[src/rtl/csp_pkg.sv]
// rtl/csp_pkg.sv - shared constants and FSM encoding for the CSP flit channel
`timescale 1ns/1ps
package csp_pkg;

    localparam int FLIT_W          = 11;
    localparam int CSP_SYNC_STAGES = 2;

    typedef enum logic [1:0] {
        RESYNC = 2'd0,
        IDLE   = 2'd1,
        REQ_HI = 2'd2,
        REQ_LO = 2'd3
    } csp_state_e;

endpackage

[src/rtl/csp_sync2.sv]
// rtl/csp_sync2.sv - 2-flop synchronizer with async active-low clear to 0
`timescale 1ns/1ps
module csp_sync2
    import csp_pkg::*;
(
    input  logic clk,
    input  logic rst_n,
    input  logic d_i,
    output logic q_o
);

    logic [CSP_SYNC_STAGES-1:0] sync_q;

    always_ff @(posedge clk or negedge rst_n) begin
        if (!rst_n) begin
            sync_q <= '0;
        end else begin
            sync_q <= {sync_q[CSP_SYNC_STAGES-2:0], d_i};
        end
    end

    assign q_o = sync_q[CSP_SYNC_STAGES-1];

endmodule

[src/rtl/csp_flit_tx.sv]
// rtl/csp_flit_tx.sv - clocked producer of a 4-phase bundled-data CSP flit channel
`timescale 1ns/1ps
module csp_flit_tx
    import csp_pkg::*;
#(
    parameter int WIDTH = FLIT_W,
    parameter int DEPTH = 4,
    parameter int CNTW  = 16
) (
    input  logic             clk,
    input  logic             reset_n,
    input  logic [WIDTH-1:0] in_data,
    input  logic             in_valid,
    output logic             in_ready,
    output logic [WIDTH-1:0] out_data,
    output logic             out_req,
    input  logic             out_ack,
    output logic             busy,
    output logic [CNTW-1:0]  sent_cnt,
    output logic             proto_err
);

    localparam int         AW     = $clog2(DEPTH);
    localparam logic [1:0] SETTLE = 2'(CSP_SYNC_STAGES);

    csp_state_e       state_q, state_d;
    logic [AW:0]      wptr_q, rptr_q;
    logic [WIDTH-1:0] mem_q [DEPTH];
    logic [WIDTH-1:0] data_q, data_d;
    logic             req_q, req_d;
    logic [CNTW-1:0]  cnt_q, cnt_d;
    logic             err_q, err_d;
    logic [1:0]       settle_q, settle_d;
    logic             ack_s, ack_prev_q;
    logic             empty, full, push, pop;

    csp_sync2 u_ack_sync (
        .clk   (clk),
        .rst_n (reset_n),
        .d_i   (out_ack),
        .q_o   (ack_s)
    );

    assign empty = (wptr_q == rptr_q);
    assign full  = (wptr_q[AW] != rptr_q[AW]) && (wptr_q[AW-1:0] == rptr_q[AW-1:0]);
    assign push  = in_valid && !full;

    always_ff @(posedge clk) begin
        if (push) begin
            mem_q[wptr_q[AW-1:0]] <= in_data;
        end
    end

    always_ff @(posedge clk or negedge reset_n) begin
        if (!reset_n) begin
            wptr_q <= '0;
            rptr_q <= '0;
        end else begin
            if (push) wptr_q <= wptr_q + (AW+1)'(1);
            if (pop)  rptr_q <= rptr_q + (AW+1)'(1);
        end
    end

    // The synchronizer is cleared by reset, so ack_s only reflects the real
    // peer once the pipeline has refilled; RESYNC waits for that first.
    always_comb begin
        settle_d = settle_q;
        if (state_q == RESYNC && settle_q != SETTLE) begin
            settle_d = settle_q + 2'd1;
        end
    end

    always_comb begin
        state_d = state_q;
        req_d   = req_q;
        data_d  = data_q;
        cnt_d   = cnt_q;
        pop     = 1'b0;
        unique case (state_q)
            RESYNC: begin
                if (settle_q == SETTLE && !ack_s) state_d = IDLE;
            end
            IDLE: begin
                if (!empty) begin
                    data_d  = mem_q[rptr_q[AW-1:0]];
                    req_d   = 1'b1;
                    pop     = 1'b1;
                    state_d = REQ_HI;
                end
            end
            REQ_HI: begin
                if (ack_s) begin
                    req_d   = 1'b0;
                    state_d = REQ_LO;
                end
            end
            REQ_LO: begin
                if (!ack_s) begin
                    cnt_d   = cnt_q + CNTW'(1);
                    state_d = IDLE;
                end
            end
            default: state_d = RESYNC;
        endcase
    end

    // Edges seen during RESYNC belong to a handshake interrupted by reset.
    always_comb begin
        err_d = err_q;
        if (state_q != RESYNC) begin
            if ((ack_s && !ack_prev_q && !req_q) || (!ack_s && ack_prev_q && req_q)) begin
                err_d = 1'b1;
            end
        end
    end

    always_ff @(posedge clk or negedge reset_n) begin
        if (!reset_n) begin
            state_q    <= RESYNC;
            data_q     <= '0;
            req_q      <= 1'b0;
            cnt_q      <= '0;
            err_q      <= 1'b0;
            settle_q   <= 2'd0;
            ack_prev_q <= 1'b0;
        end else begin
            state_q    <= state_d;
            data_q     <= data_d;
            req_q      <= req_d;
            cnt_q      <= cnt_d;
            err_q      <= err_d;
            settle_q   <= settle_d;
            ack_prev_q <= ack_s;
        end
    end

    assign in_ready  = !full;
    assign out_data  = data_q;
    assign out_req   = req_q;
    assign busy      = (state_q != IDLE) || !empty;
    assign sent_cnt  = cnt_q;
    assign proto_err = err_q;

endmodule
[config.mk]
export PLATFORM = sky130hd
export DESIGN_NAME = csp_flit_tx
export DESIGN_NICKNAME = d
export VERILOG_FILES = /design/src/rtl/csp_pkg.sv /design/src/rtl/csp_sync2.sv /design/src/rtl/csp_flit_tx.sv
export SDC_FILE = /design/constraint.sdc
export NUM_CORES = 1
export LEC_CHECK = 0
export ABC_AREA = 1
export ABC_CLOCK_PERIOD_IN_PS = 2200
export CAP_MARGIN = 10
export CORE_AREA = 5 5 88 90
export CTS_BUF_LIST = sky130_fd_sc_hd__clkbuf_8
export DETAILED_ROUTE_END_ITERATION = 8
export DIE_AREA = 0 0 93 95
export GPL_TIMING_DRIVEN = 0
export PLACE_DENSITY = 0.86
export SLEW_MARGIN = 30
export SYNTH_ARGS = -nofsm -noshare
export SYNTH_HDL_FRONTEND = slang
export SYNTH_SLANG_ARGS = --single-unit
[constraint.sdc]
create_clock -name clk -period 2.2 [get_ports clk]
set_clock_uncertainty 0.2 [all_clocks]
set_input_delay 0.22 -clock clk [delete_from_list [all_inputs] [get_ports clk]]
set_output_delay 0.22 -clock clk [all_outputs]
set_load 0.02 [all_outputs]
==> flow_summary.toml, run 1 <==
[outcome]
status = "complete, no violations"

[yosys]
synth_top_cell_by_area = "edfxtp_1"
yosysUniqueCellTypes = 29
synth.most_common_cell = "nand2_1"
syn_nets = 368
synth_ff_type = "edfxtp_1"
ys_ff_latch = 86
synth_common_cells = "nand2_1 (66), nor2_1 (45), edfxtp_1 (44)"
synth_area_per_cell_um2 = 10.7
synth_top_area_share = 0.360
ys_seq_area_frac = 0.646
syn-cell-area_um2 = 3670
async_flop_share = 0.488
yosysWarnings = 0
yosys-top-cells-area = "edfxtp_1 (36%), dfrtp_1 (29%), nand2_1 (6.8%), o21ai_0 (4.6%), nor2_1 (4.6%)"
syn_inst = 342
synth_edf_count = 44

[route]
drtIter0Drc = 144
dr_total_vias = 2539
ant_nets = 0
routedWlPerCell_um = 14.3
vias_per_cell = 5.19
drc = 0
wirelength_mm = 7.00
first_pass_iters = 4

[cts]
clk_pin_slew_ps = 90
cts_buffer_depth = 2
cts_buffers = 9
root_buffer = "clkbuf_8"
cts_tree = "done"
cts.sink_count = 86
clock_latency_ps = 360
htreeDepth = 3

[placement]
dp_hpwl_mm = 4.89
place.gp.congestion = 0.821
post-place-ws_ps = -246
port_buffers = 45
numPlacedInstances = 470

[timing]
setup_ws_ps = 38.6
fin_crit_sh = 0.982
final.setup.tns_ps = 0
period_minus_slack_ps = 2160
drv_slew = 0
finalSetupViolCount = 0
rsz0062_at_grt = "true"
hold_violations = 0
worst_slew_pin_slew_ps = 657
slew_headroom = 0.561
max_freq_mhz = 463

[critical_path]
cp.required_ps = 2000
worst_setup_path_start_kind = "flip-flop"
crit_path_end_kind = "flip-flop"
critPathKind = "reg -> reg"
cp_cell_sequence = "inv_2 -> nand2_1 -> nand2_1 -> nand4_2 -> nand2_2 -> nor2_2"
crit_family = "simple AND/OR/NAND/NOR gates"
slowest_stage = "nor2_2"
r2r_slack_ps = 40
crit_end = "mem_q[2][2]$_DFFE_PP_"
crit_start = "rptr_q[0]$_DFFE_PN0P_"
path_depth = 6
arrival_ps = 1960
cp.buffers_inverters = 1
reg2reg_to = "mem_q[2][2]$_DFFE_PP_"
cp_slowest_stage_delay_ps = 540
regToRegStartpoint = "rptr_q[0]$_DFFE_PN0P_"
path_max_fanout = 11
worst-r2r-cell-count = 6
crit_top_cell = "nand2_1"

[floorplanning]
dieArea_um2 = 8840
start_util = 0.526
core_um2 = 6980
pin_count = 46
fp.dieH_um = 95
num_rows = 31
die_w_um = 93

[power_and_ir_drop]
ir_worst_vdd_mv = 0.737
p_per_area_nw_per_um2 = 1260
p_leak_nw = 1.88
finalPower_mw = 5.62

[global_routing]
grt_pass1_wl_mm = 11.7
grt_usage = 0.172
antenna_found_initial = 0
grt_max_degree = 25
grt_pass1_vias = 2479
overflow = 0

[finish]
stdcell_count = 489
fin_nets = 428
final_core_util = 0.639
area_growth_syn_to_layout_pct = 21.5
diodes = 0
drive_above_1_share = 0.103
n_fill_cell = 537

[min_path]
worstHoldPathType = "in -> reg"

[run]
max-cap-violations = 0
==> final cells by class <==
class	instances	area (um^2)	share of cell area
Buffer	9	45.0	0.0101
Clock buffer	9	124	0.0278
Clock inverter	7	55.1	0.0123
Inverter	28	105	0.0236
Multi-Input combinational cell	218	1160	0.259
Sequential cell	86	2370	0.532
Tap cell	82	103	0.0230
Timing Repair Buffer	50	499	0.112
==> report_power, final <==
part	switching, mW	leakage [nW]	internal (mW)
combinational	1.35	0.856	0.866
sequential	0.281	0.931	2.12
clock	0.581	0.0883	0.422
==> worst register-to-register path, stage by stage, from the launching register on <==
cell and delay [ps]:
dfrtp_1 480, inv_2 100, nand2_1 80, nand2_1 90
nand4_2 150, nand2_2 150, nor2_2 540
==> layout by cell type, fill, tap and decap left out, types with 2 or more instances in the layout <==
cell type / count
buf_2: 4
buf_4: 3
clkbuf_1: 4
clkbuf_8: 9
clkdlybuf4s50_1: 42
clkinv_4: 2
dfrtp_1: 42
edfxtp_1: 44
ha_1: 10
inv_1: 26
inv_2: 2
inv_6: 3
nand2_1: 66
nand2_2: 3
nand3_1: 24
nand3b_1: 2
nand4_1: 3
nor2_1: 41
nor2_2: 6
nor3_1: 2
o21ai_0: 34
o21ai_1: 4
xnor2_1: 7
xor2_1: 7
==> timing repair <==
action,in CTS,in global routing
pin swaps,0,1
endpoints found under the setup margin,24,46
hold buffers,1,0
hold endpoints to repair,42,0
setup buffers,0,3
gates resized for setup,4,3
==> registers in the layout, summed over array words and instances (netlist names) <==
| signal | count |
|---|---|
| sent_cnt | 16 |
| mem_q | 44 |
| proto_err | 1 |
| settle_q | 2 |
| out_req | 1 |
| ack_prev_q | 1 |
| wptr_q | 3 |
| u_ack_sync.sync_q | 2 |
| rptr_q | 3 |
| out_data | 11 |
| state_q | 2 |
==> how the worst min path moves through the flow <==
stage / startpoint / end / slack (ps) / cells past startpoint
after floorplan: reset_n / ack_prev_q$_DFF_PN0_ / -280 / 0
after global placement: u_ack_sync.sync_q[0]$_DFF_PN0_ / u_ack_sync.sync_q[1]$_DFF_PN0_ / 150 / 0
after detailed placement: reset_n / settle_q[0]$_DFFE_PN0P_ / -6 / 1
after CTS: out_ack / u_ack_sync.sync_q[0]$_DFF_PN0_ / 110 / 1
after global routing: out_ack / u_ack_sync.sync_q[0]$_DFF_PN0_ / 90 / 1
final: out_ack / u_ack_sync.sync_q[0]$_DFF_PN0_ / 120 / 1
==> kinds of logic (layout without fill, tap and decap cells) <==
logic type | Yosys count | count (layout) | share of synthesized area
AND/OR/NAND/NOR | 150 | 150 | 0.176
multiplexers | 1 | 1 | 0.00307
AO/OA/AOI/OAI | 41 | 41 | 0.0573
adder cells (fa/ha/maj) | 11 | 11 | 0.0375
buffers and inverters | 38 | 103 | 0.0419
XOR/XNOR | 15 | 15 | 0.0378
flip-flops | 86 | 86 | 0.646
==> metal layers <==
layer	vias to the layer above	track usage	share of wire
met5	-	0	0
met4	0	0.0623	0.014
met3	12	0.0629	0.061
met2	73	0.278	0.49
met1	1199	0.215	0.43
li1	1255	-	-
==> stage by stage <==
stage                     hold slack (ps)  area, um^2
after detailed placement            -6.45        4250
after CTS                             110        4440
after floorplan                      -276        3670
after global placement                145        4220
after global routing                 93.3        4460
final                                 122        4460
No activity file was read; power rests on OpenSTA's default activity.
==> run 2: changes to the inputs <==
- CORE_AREA: 5 5 88 90 -> 2 2 85 87
- DIE_AREA: 0 0 93 95 -> 0 0 87 89
==> run 2 against run 1 <==
Net effect: wire length is 1.8% lower; flip-flop and latch count did not move; non-clock buffer count shrank 1; global-route usage grew 1.9 points; design area decreased by 0.17%; first-iteration DRC count up 21%; critical path depth unchanged; largest cell class unchanged; maximum frequency increased by 0.29%; core utilization is 2.4 points higher; count of clock-buffer cells in the layout did not move.
==> flow_summary.toml, run 2 (same netlist as run 1, synthesis figures left out) <==
[outcome]
status = "complete, no violations"

[global_routing]
grt_pass1_vias = 2503
grt_pass1_wl_mm = 11.3
overflow = 0
grt_usage = 0.191
antenna_found_initial = 0
grt_max_degree = 24

[finish]
layout_commonest_cell = "nand2_1"
fin_nets = 427
n_fill_cell = 510
layout_common_cells = "nand2_1 (66), edfxtp_1 (44), dfrtp_1 (42), clkdlybuf4s50_1 (42), nor2_1 (41)"
largest_register_ffs = 44
design_area_um2 = 4450
diodes = 0
drive_above_1_share = 0.101
area_growth_syn_to_layout_pct = 21.3
stdcell_count = 486

[route]
first_pass_iters = 4
drtIter0Drc = 174
vias_per_cell = 5.22
dr_total_vias = 2537
wirelength_mm = 6.88
drc = 0
routedWlPerCell_um = 14.1
ant_nets = 0

[min_path]
min_path_cells = 1
worstHoldPathType = "in -> reg"

[power_and_ir_drop]
p_per_area_nw_per_um2 = 1260
ir_worst_vdd_mv = 0.682
p_leak_nw = 1.88

[timing]
final.setup.tns_ps = 0
slew_headroom = 0.550
worst_slew_pin_slew_ps = 674
rsz0062_at_grt = "true"
setup_ws_ps = 44.8
max_freq_mhz = 464
period_minus_slack_ps = 2160
fin_crit_sh = 0.980
hold_violations = 0
drv_slew = 0
finalSetupViolCount = 0

[cts]
htreeDepth = 3
cts_tree = "done"
clock_latency_ps = 350
cts.sink_count = 86
clk_pin_slew_ps = 90
cts_buffer_depth = 2
root_buffer = "clkbuf_8"
cts_buffers = 9

[floorplanning]
start_util = 0.546
die_w_um = 87
core_um2 = 6720
dieArea_um2 = 7740
fp.dieH_um = 89
pin_count = 46
num_rows = 30

[critical_path]
crit_family = "simple AND/OR/NAND/NOR gates"
slowest_stage = "nor2_2"
path_depth = 6
cp_cell_sequence = "inv_2 -> nand2_1 -> nand2_1 -> nand4_2 -> nand2_2 -> nor2_2"
critPathKind = "reg -> reg"
arrival_ps = 1940
worst_setup_path_start_kind = "flip-flop"
crit_path_end_kind = "flip-flop"
cp.buffers_inverters = 1
cp.required_ps = 1990
crit_top_cell = "nand2_1"
cp_slowest_stage_delay_ps = 550
path_max_fanout = 11
worst-r2r-cell-count = 6

[placement]
postPlaceCellArea_um2 = 4250
numPlacedInstances = 468
post-place-ws_ps = -180
dp_hpwl_mm = 4.71
place.gp.congestion = 0.794
port_buffers = 45

[run]
max-cap-violations = 0
[run 2: final timing paths]
| check | startpoint | end | slack [ps] |
|---|---|---|---|
| setup / recovery | rptr_q[0]$_DFFE_PN0P_ | mem_q[2][10]$_DFFE_PP_ | 40 |
| hold / removal | out_ack | u_ack_sync.sync_q[0]$_DFF_PN0_ | 120 |
| setup reg to reg | rptr_q[0]$_DFFE_PN0P_ | mem_q[2][10]$_DFFE_PP_ | 40 |
| hold reg to reg | u_ack_sync.sync_q[0]$_DFF_PN0_ | u_ack_sync.sync_q[1]$_DFF_PN0_ | 160 |
| max in group asynchronous | reset_n | sent_cnt[15]$_DFFE_PN0P_ | 1120 |
| min in group asynchronous | reset_n | settle_q[1]$_DFFE_PN0P_ | 190 |
[run 2: repair_timing]
item	CTS	global route
hold buffers	1	0
endpoints found under the setup margin	13	45
resized for setup	6	0
endpoints found under the hold margin	22	0
buffers inserted	0	1
pin swaps	0	1
[run 2: area by class of cell]
cell class | count | area [um^2] | area share
Buffer | 10 | 50.0 | 0.0112
Clock buffer | 9 | 124 | 0.0278
Clock inverter | 7 | 56.3 | 0.0126
Inverter | 28 | 105 | 0.0236
Multi-Input combinational cell | 218 | 1150 | 0.259
Sequential cell | 86 | 2370 | 0.533
Tap cell | 80 | 100 | 0.0225
Timing Repair Buffer | 48 | 490 | 0.110
[run 2: per-layer routing]
| metal | up-vias | share of wire | routed length [um] | global-route usage |
|---|---|---|---|---|
| met1 | 1190 | 0.43 | 2990 | 0.233 |
| met2 | 94 | 0.50 | 3460 | 0.337 |
| met5 | - | 0 | 0 | 0 |
| met3 | 2 | 0.059 | 406 | 0.0489 |
| li1 | 1251 | - | - | - |
| met4 | 0 | 0.0025 | 17 | 0.0582 |
[run 2: stage by stage]
stage	power, mW	utilization	hold WS (ps)
after floorplan	3.80	-	-276
after global placement	4.51	0.628	145
after detailed placement	4.62	0.633	41.1
after CTS	5.63	0.661	108
after global routing	5.98	0.663	116
final	5.60	0.663	120
[run 2: worst reg2reg max path: stages (launching register included)]
cell     delay (ps)
dfrtp_1         470
inv_2           100
nand2_1          80
nand2_1         100
nand4_2         150
nand2_2         140
nor2_2          550
[run 2: power breakdown]
part	internal, mW	leakage, nW	switching [mW]	total [mW]
sequential	2.12	0.931	0.267	2.38
clock	0.426	0.0959	0.574	1.00
combinational	0.857	0.856	1.36	2.22
==> run 3: changes to the inputs <==
- CORE_AREA: 2 2 85 87 -> 2 2 89 91
- DIE_AREA: 0 0 87 89 -> 0 0 91 93
- PLACE_DENSITY: 0.86 -> 0.8
==> run 3 against run 2 <==
Net effect: register-to-register slack gained 20 ps; total power grew 1.6%; die area grew 9.3%; global-route usage shrank 1.3 points; via count is essentially flat; clock power grew 10%; wire length grew 2.7%; design area grew 0.90%; first-iteration DRC count shrank 45%; cell count grew 4.5%; critical path type unchanged; largest power group unchanged.
==> flow_summary.toml, run 3 (same netlist as run 1, synthesis figures left out) <==
[placement]
dp_hpwl_mm = 4.87
numPlacedInstances = 490
place.gp.congestion = 0.813
port_buffers = 45
post-place-ws_ps = -36.9

[critical_path]
worst-r2r-cell-count = 6
crit_path_end_kind = "flip-flop"
path_max_fanout = 11
worst_setup_path_start_kind = "flip-flop"
critPathKind = "reg -> reg"
cp.required_ps = 2010
r2r_slack_ps = 60
regToRegStartpoint = "wptr_q[0]$_DFFE_PN0N_"
reg2reg_to = "mem_q[1][4]$_DFFE_PP_"
arrival_ps = 1940

[global_routing]
grt_max_degree = 24
top_usage_layer = "met2"
overflow = 0
use_met1 = 0.220
antenna_found_initial = 0
grt_pass1_wl_mm = 11.9
grt_usage = 0.178
globalRouteMet2Util = 0.313
grt_pass1_vias = 2563
grt_use_met3 = 0.0427

[min_path]
worstHoldPathType = "in -> reg"
worstHoldStart = "out_ack"
hold_path_end = "u_ack_sync.sync_q[0]$_DFF_PN0_"
min_path_cells = 1

[timing]
slew_headroom = 0.549
final.setup.tns_ps = 0
rsz0062_at_grt = "true"
finalSetupViolCount = 0
hold_ws_ps = 102
worst_slew_pin_slew_ps = 676
period_minus_slack_ps = 2140
fin_crit_sh = 0.972
hold_violations = 0
drv_slew = 0
setup_ws_ps = 60.6
max_freq_mhz = 467

[cts]
root_buffer = "clkbuf_8"
cts_buffer_depth = 2
htreeDepth = 3
cts.sink_count = 86
cts_tree = "done"
clk_pin_slew_ps = 100
clock_latency_ps = 360
cts_buffers = 9

[floorplanning]
core_um2 = 7530
die_w_um = 91
fp.dieH_um = 93
start_util = 0.488
num_rows = 32
dieArea_um2 = 8460
pin_count = 46

[finish]
layout_commonest_cell = "nand2_1"
layout_common_cells = "nand2_1 (66), edfxtp_1 (44), clkdlybuf4s50_1 (42)"
n_fill_cell = 643
fin_nets = 427
largest_register_ffs = 44
multiInputGateArea_um2 = 1150
final_core_util = 0.597
drive_above_1_share = 0.101
area_growth_syn_to_layout_pct = 22.4
stdcell_count = 508
diodes = 0
regArea_um2 = 2370

[route]
ant_nets = 0
wirelength_mm = 7.06
first_pass_iters = 4
drc = 0
dr_total_vias = 2536
drtIter0Drc = 96
routedWlPerCell_um = 13.9
vias_per_cell = 4.99

[power_and_ir_drop]
p_per_area_nw_per_um2 = 1270
p_leak_nw = 1.88
ir_worst_vdd_mv = 0.664

[outcome]
status = "complete, no violations"

[run]
max-cap-violations = 0
## run 3: through the flow
stage	area, um^2	power, mW
floorplan	3670	3.80
global placement	4250	4.52
detailed placement	4280	4.63
CTS	4490	5.74
global route	4490	6.12
finish	4490	5.69
## run 3: worst max-delay path by stage
stage | startpoint | to | slack [ps] | cells past startpoint
finish | wptr_q[0]$_DFFE_PN0N_ | mem_q[1][4]$_DFFE_PP_ | 60 | 6
global placement | reset_n | out_data[7]$_DFFE_PN0P_ | -330 | 1
detailed placement | rptr_q[0]$_DFFE_PN0P_ | mem_q[1][7]$_DFFE_PP_ | -40 | 6
floorplan | rptr_q[0]$_DFFE_PN0P_ | mem_q[0][0]$_DFFE_PP_ | 150 | 6
CTS | wptr_q[0]$_DFFE_PN0N_ | mem_q[1][5]$_DFFE_PP_ | 30 | 6
global route | wptr_q[0]$_DFFE_PN0N_ | mem_q[2][3]$_DFFE_PP_ | -70 | 6
## run 3: power by group
group / total (mW) / switching [mW] / internal, mW
Combinational: 2.20 / 1.34 / 0.856
Clock: 1.10 / 0.646 / 0.450
Sequential: 2.39 / 0.274 / 2.12
## run 3: critical path: stages (launching register included)
cell and delay, ps:
dfrtp_1 430, inv_1 110, nand2_1 80, nand2_1 100
nand4_2 150, nand2_2 150, nor2_2 560
## run 3: final cells by class
cell class                 instances  share of cell area
tap                              102              0.0284
inverter                          28              0.0234
buffer                            10              0.0111
clock inverter                     7              0.0156
clock buffer                       9              0.0276
multi-input combinational        218               0.257
sequential                        86               0.528
timing repair buffer              48               0.109
## run 3: repair_timing
item                                    in CTS  in global routing
resized for setup                            4                  0
pin swaps                                    1                  0
hold endpoints to repair                    22                  0
endpoints found under the setup margin      46                 44
hold buffers                                 1                  0
setup buffers                                1                  0
## run 3: layer usage
layer	up-vias	part of all wire	wire length, um
met5	-	0	0
li1	1255	-	-
met3	12	0.046	325
met1	1211	0.44	3110
met4	0	0.012	87
met2	58	0.50	3540
